<file path="src/rtl/cache_refill_ctrl.sv">
// Miss/refill sequencer for a set-associative cache: forwards hits to LRU,
// fetches a missing line as a burst into the LRU victim way, then tags it and marks it MRU.
module cache_refill_ctrl #(
  parameter int WAY_NUM      = 4,
  parameter int INDEX_WIDTH  = 4,
  parameter int OFFSET_WIDTH = 2,
  parameter int ADDR_WIDTH   = 32,
  parameter int DATA_WIDTH   = 32
) (
  input  logic                        clk,
  input  logic                        rst_n,
  input  logic                        cpu_req,
  input  logic [ADDR_WIDTH-1:0]       cpu_addr,
  input  logic [WAY_NUM-1:0]          hit_en,
  input  logic [$clog2(WAY_NUM):0]    replace_way,
  output logic                        cpu_stall,
  output logic [WAY_NUM-1:0]          lru_hit_en,
  output logic [INDEX_WIDTH-1:0]      lru_index,
  output logic                        mem_req,
  output logic [ADDR_WIDTH-1:0]       mem_addr,
  input  logic                        mem_ack,
  input  logic                        mem_rvalid,
  input  logic [DATA_WIDTH-1:0]       mem_rdata,
  output logic [WAY_NUM-1:0]          refill_we,
  output logic [INDEX_WIDTH-1:0]      refill_index,
  output logic [OFFSET_WIDTH-1:0]     refill_word,
  output logic [DATA_WIDTH-1:0]       refill_wdata,
  output logic [WAY_NUM-1:0]          tag_we
);

  localparam int WAY_W    = (WAY_NUM > 1) ? $clog2(WAY_NUM) : 1;
  localparam int LINE_LSB = OFFSET_WIDTH + 2;

  typedef enum logic [1:0] {IDLE, REQ, FILL, DONE} state_t;

  state_t                  state_q, state_d;
  logic [WAY_NUM-1:0]      victim_q;
  logic [WAY_NUM-1:0]      victim_sel;
  logic [OFFSET_WIDTH-1:0] count_q;
  logic [INDEX_WIDTH-1:0]  cpu_index;
  logic                    is_hit, is_miss, last_beat;
  logic                    unused_bits;

  assign cpu_index = cpu_addr[LINE_LSB +: INDEX_WIDTH];
  assign is_hit    = cpu_req & (|hit_en);
  assign is_miss   = cpu_req & ~(|hit_en);
  assign last_beat = (count_q == '1);

  // Out-of-range victims alias onto a real way via their low bits.
  assign unused_bits = ^{replace_way[$clog2(WAY_NUM)], cpu_addr[LINE_LSB-1:0]};

  always_comb begin
    victim_sel = '0;
    victim_sel[replace_way[WAY_W-1:0]] = 1'b1;
  end

  always_ff @(posedge clk or negedge rst_n) begin
    if (!rst_n) state_q <= IDLE;
    else        state_q <= state_d;
  end

  always_comb begin
    state_d   = state_q;
    cpu_stall = 1'b0;
    mem_req   = 1'b0;
    case (state_q)
      IDLE: begin
        if (is_miss) begin
          cpu_stall = 1'b1;
          state_d   = REQ;
        end
      end
      REQ: begin
        cpu_stall = 1'b1;
        mem_req   = 1'b1;
        if (mem_ack) state_d = FILL;
      end
      FILL: begin
        cpu_stall = 1'b1;
        if (mem_rvalid && last_beat) state_d = DONE;
      end
      DONE: begin
        cpu_stall = 1'b1;
        state_d   = IDLE;
      end
      default: state_d = IDLE;
    endcase
  end

  always_ff @(posedge clk or negedge rst_n) begin
    if (!rst_n) begin
      victim_q     <= '0;
      count_q      <= '0;
      lru_hit_en   <= '0;
      lru_index    <= '0;
      mem_addr     <= '0;
      refill_we    <= '0;
      refill_index <= '0;
      refill_word  <= '0;
      refill_wdata <= '0;
      tag_we       <= '0;
    end else begin
      lru_hit_en <= '0;
      refill_we  <= '0;
      tag_we     <= '0;
      case (state_q)
        IDLE: begin
          if (is_hit) begin
            lru_hit_en <= hit_en;
            lru_index  <= cpu_index;
          end else if (is_miss) begin
            victim_q     <= victim_sel;
            refill_index <= cpu_index;
            mem_addr     <= {cpu_addr[ADDR_WIDTH-1:LINE_LSB], {LINE_LSB{1'b0}}};
          end
        end
        REQ: begin
          if (mem_ack) count_q <= '0;
        end
        FILL: begin
          if (mem_rvalid) begin
            refill_we    <= victim_q;
            refill_word  <= count_q;
            refill_wdata <= mem_rdata;
            count_q      <= count_q + 1'b1;
            if (last_beat) tag_we <= victim_q;
          end
        end
        DONE: begin
          lru_hit_en <= victim_q;
          lru_index  <= refill_index;
        end
        default: ;
      endcase
    end
  end

endmodule

</file>
<file path="config.mk">
export PLATFORM = sky130hd
export DESIGN_NAME = cache_refill_ctrl
export DESIGN_NICKNAME = d
export VERILOG_FILES = /design/src/rtl/cache_refill_ctrl.sv
export SDC_FILE = /design/constraint.sdc
export NUM_CORES = 1
export LEC_CHECK = 0
export ABC_AREA = 1
export BUFFER_PORTS_ARGS = -buffer_cell sky130_fd_sc_hd__buf_4
export CAP_MARGIN = 15
export CORE_MARGIN = 1
export CORE_UTILIZATION = 42
export DETAILED_ROUTE_END_ITERATION = 10
export PLACE_DENSITY = 0.76
export SYNTH_ARGS = -nofsm -noshare
export SYNTH_HDL_FRONTEND = slang
export SYNTH_SLANG_ARGS = --single-unit
</file>
<file path="constraint.sdc">
create_clock -name clk -period 1.4 [get_ports clk]
set_input_delay 0.07 -clock clk [delete_from_list [all_inputs] [get_ports clk]]
set_output_delay 0.07 -clock clk [all_outputs]
set_load 0.005 [all_outputs]
</file>
# After elaboration in Yosys (flattened, before gate mapping)
# Index checks and enable logic that the tools add are counted.
# totals
ff_bits	90
out_inout_bits	88
in_bits	76
# classes
n_mux	21
n_reduce_logical	12
bitwise_logic	4
magnitude_cmp	2
add_sub_neg	1
eq_ne	9
# op_table
op	count
2-to-1 mux 4 bit	7
one-hot mux 4 bit (2 select lines)	2
2-to-1 mux 2 bit	5
!= test 2 bit (second input constant)	5
AND reduction 3 bit	3
one-hot mux 2 bit (4 select lines)	1
equality test 2 bit (second input constant)	3
one-hot mux 2 bit (2 select lines)	1
AND reduction 2 bit	2
nonzero test 2 bit	2
OR reduction 4 bit	1
less-than comparator 2 x 3 -> 1 bit (second input constant)	1
2-to-1 mux 1 bit	3
OR reduction 3 bit	1
adder 2 x 1 -> 2 bit (second input constant)	1
AND 1 bit	2
demux 1 bit (select 2 bit)	1
equality test 2 x 1 -> 1 bit (second input constant)	1
greater-or-equal comparator 2 x 1 -> 1 bit (second input constant)	1
logical AND 1 bit	2
zero test 2 bit	1
NOT 1 bit	2
one-hot mux 1 bit (2 select lines)	1

# Logic depth before layout (Yosys ltp)
# depth
word_depth	5
ltp_mapped	10

# Least setup slack after synthesis
# OpenSTA, ideal clock, no wires.
# synth_timing
path_type	flip-flop to flip-flop
start	register state_q[0]
end	register mem_addr[7]
path_slack_ns	0.071
path_buffers	1
arrival_ns	1.210
path_stages_with_launch	8
t_required_ns	1.281
synth_period_minus_slack_ns	1.329
cell_sequence	dfrtp_1 inv_1 ha_1 nand2_4 nor2_8 buf_8 nand2_2 o21a_1
# synth_between
elab_chain_cells	2
# synth_lines
item	line	text
start: declaration	36	state_t state_q, state_d;
start signal: assignment	59	else state_q <= state_d;
zero test 2 bit	106	case (state_q)
AND reduction 3 bit (no source line)	--	
end signal: assignment	114	mem_addr <= {cpu_addr[ADDR_WIDTH-1:LINE_LSB], {LINE_LSB{1'b0}}};
end: declaration	20	output logic [ADDR_WIDTH-1:0] mem_addr,
# Every way passes these cells.
# A chain may end at the register's enable or synchronous reset.

# Final worst setup path
# layout_timing
start	register state_q[0]
end	output mem_req
# layout_between
elab_chain_cells	2
# layout_lines
item	line	text
equality test 2 x 1 -> 1 bit	66	case (state_q)
2-to-1 mux 1 bit	66	
end: declaration	19	output logic mem_req,
# Every way passes these cells.

==> results.json <==
{
  "power.density_mw_per_mm2": 1780,
  "layout_commonest_cell": "nand2_1",
  "num_rows": 33,
  "crit_start": "state_q[0]",
  "synthCells": 397,
  "reg2reg_from": "state_q[1]",
  "reg2reg_slack_ns": 0.06,
  "peakVddDrop_mv": 0.872,
  "grt_antenna_before_repair": 0,
  "post-dp-hpwl_um": 6300,
  "grt_max_degree": 87,
  "gp_congestion": 0.776,
  "fmax_mhz": 739,
  "vias_per_cell": 4.66,
  "grt_pass1_wl_um": 15900,
  "internal_power_mw": 6.83,
  "syn-cell-area_mm2": 0.00358,
  "antenna_cells": 0,
  "crit_required_ns": 1.33,
  "synth_cell_types": 23,
  "drtIter0Drc": 112,
  "period_needed_ns": 1.35,
  "drc_errors": 0,
  "p_leak_nw": 3.14,
  "clock_path_buffers": 2,
  "max-cap-violations": 0,
  "cts-root-buf": "clkbuf_8",
  "syn_avg_cell_area_um2": 9.02,
  "hold_path.class": "in -> reg",
  "cts_tree": "yes",
  "critical_path.max_stage_delay_ns": 0.41,
  "drv_slew": 0,
  "cpMaxStageDelayCell": "dfrtp_1",
  "cp_max_fo": 3,
  "start_util": 0.436,
  "dieArea_mm2": 0.00890,
  "synth-seq-cells": 86,
  "detail_route.first_pass.iterations": 6,
  "die_w_um": 94.4,
  "fin_util": 0.707,
  "num_vias": 3408,
  "hold_viol_final": 0,
  "cp.arrival_ns": 1.28,
  "power.total_mw": 10.3,
  "ys_seq_area_frac": 0.601,
  "clk_pin_slew_ns": 0.08,
  "final_cell_mix": "nand2_1, buf_4, dfrtp_1, dlygate4sd3_1, o21ai_0",
  "clk_latency_ns": 0.34,
  "wl_per_cell_um": 13.8,
  "fin_nets": 704,
  "cts_max_level": 3,
  "p_comb_frac": 0.436,
  "areaGrowthSynthToFinish_pct": 62.1,
  "track_usage": 0.236,
  "fin_worst_skew_ns": 0.0115,
  "critical_path_class": "reg -> out",
  "crit_top_cell": "buf_4",
  "pwr-share-clk": 0.164,
  "critPathLaunchType": "register",
  "numCtsBuffers": 9,
  "p_seq_frac": 0.401,
  "port_buffers": 154,
  "cp-end-kind": "primary output",
  "drt.antenna.violating_nets": 0,
  "critPathBufInv": 3,
  "die_y_um": 94.4,
  "ios": 164,
  "grt_overflow": 0,
  "power.switching_mw": 3.52,
  "fp.coreArea_mm2": 0.00822,
  "min_from": "hit_en[0]",
  "timing.final.crit_share": 0.967,
  "status": "completed",
  "cts.sinks": 86,
  "drive_gt1_frac": 0.327,
  "path_cells": "buf_6 -> ha_4 -> buf_4 -> buf_4",
  "synth-warning-count": 0,
  "setup_viol": 0,
  "crit_family": "flip-flops",
  "swShare": 0.341,
  "postRouteWirelength_um": 10100,
  "grt_pass1_vias": 3510
}
==> layout make-up <==
class                      count  area (um^2)
fill                         589         2410
sequential                    86         2150
timing repair buffer         235         2010
multi-input combinational    268         1240
clock buffer                  11          141
tap                          105          131
inverter                      22         82.6
clock inverter                 4         47.5
==> power by group through the flow <==
stage / registers [mW] / clock network (mW) / logic, mW
after CTS: 4.12 / 1.75 / 4.38
after global placement: 4.12 / 0 / 4.08
final: 4.15 / 1.69 / 4.51
after floorplan: 4.20 / 0 / 1.72
after global routing: 4.29 / 1.84 / 5.06
after detailed placement: 4.16 / 0 / 4.22
==> per-stage QoR <==
stage	area (um^2)	cells	TNS (ns)	hold WS, ns	setup slack (ns)
after floorplan	3590	400	0	-0.226	0.0715
after global placement	4910	650	0	0.141	0.0472
after detailed placement	4910	650	-0.00184	0.147	-0.00184
after CTS	5750	730	0	0.00976	0.00255
after global routing	5810	731	-0.00743	0.0345	-0.00356
final	5810	731	0	0.0299	0.0468
==> cell usage after synthesis <==
| library cell | instances | share of area |
|---|---|---|
| nand2_1 | 180 | 0.19 |
| dfrtp_1 | 86 | 0.60 |
| o21ai_0 | 32 | 0.045 |
| inv_1 | 21 | 0.022 |
| nand3_1 | 13 | 0.018 |
| a21oi_1 | 8 | 0.011 |
| buf_4 | 8 | 0.017 |
| nor2_1 | 8 | 0.0084 |
| clkbuf_1 | 6 | 0.0063 |
| ha_1 | 6 | 0.021 |
| buf_2 | 4 | 0.0056 |
| nor3_1 | 4 | 0.0056 |
| o21ai_2 | 4 | 0.0098 |
| buf_6 | 3 | 0.0094 |
| nand2_2 | 3 | 0.0052 |
| clkbuf_2 | 2 | 0.0028 |
| nand2_4 | 2 | 0.0063 |
| nor2_2 | 2 | 0.0035 |
| buf_8 | 1 | 0.0042 |
| conb_1 | 1 | 0.0010 |
| inv_2 | 1 | 0.0010 |
| nor2_8 | 1 | 0.0056 |
| o21a_1 | 1 | 0.0021 |
==> cell families (layout without fill, tap and decap cells) <==
kind of cell | after synthesis | after routing | synth area share
buffers and inverters | 46 | 272 | 0.0681
adder cells (fa/ha/maj) | 6 | 6 | 0.0210
flip-flops | 86 | 86 | 0.601
other | 1 | 4 | 0.00105
AND/OR/NAND/NOR | 213 | 213 | 0.241
AO/OA/AOI/OAI | 45 | 45 | 0.0678
==> worst paths after layout <==
check / end / cells after the start
setup / recovery: mem_req / 4
hold / removal: lru_hit_en[0] / 3
setup reg to reg: refill_wdata[22] / 7
hold reg to reg: refill_wdata[28] / 2
max in group asynchronous: refill_wdata[16] / 3
min in group asynchronous: refill_wdata[12] / 3
==> repair_timing <==
| item | CTS | global route |
|---|---|---|
| hold buffers | 65 | 0 |
| setup buffers | 0 | 1 |
| gates resized for setup | 2 | 22 |
| endpoints found under the hold margin | 151 | 0 |
| setup endpoints to repair | 5 | 79 |
==> routing by layer <==
metal	part of all wire	GRT usage
met4	0.020	0.0974
met2	0.53	0.420
met5	0	0
met3	0.065	0.0709
met1	0.38	0.261
==> worst register-to-register path, delay by kind of cell, from the launching register on <==
kind                       cells  cell delay, ns
adders and majority gates      1            0.20
buffers and inverters          3            0.39
DFF                            1            0.40
and+or+nand+nor                3            0.25
==> sequential cells by signal, indices dropped and copies added, names as in the netlist, 3 cells and up <==
signal / count
refill_wdata: 32
refill_index: 3
mem_addr: 25
victim_q: 4
lru_hit_en: 4
lru_index: 4
tag_we: 4
refill_we: 4
Power figures use the tool's default switching activity.
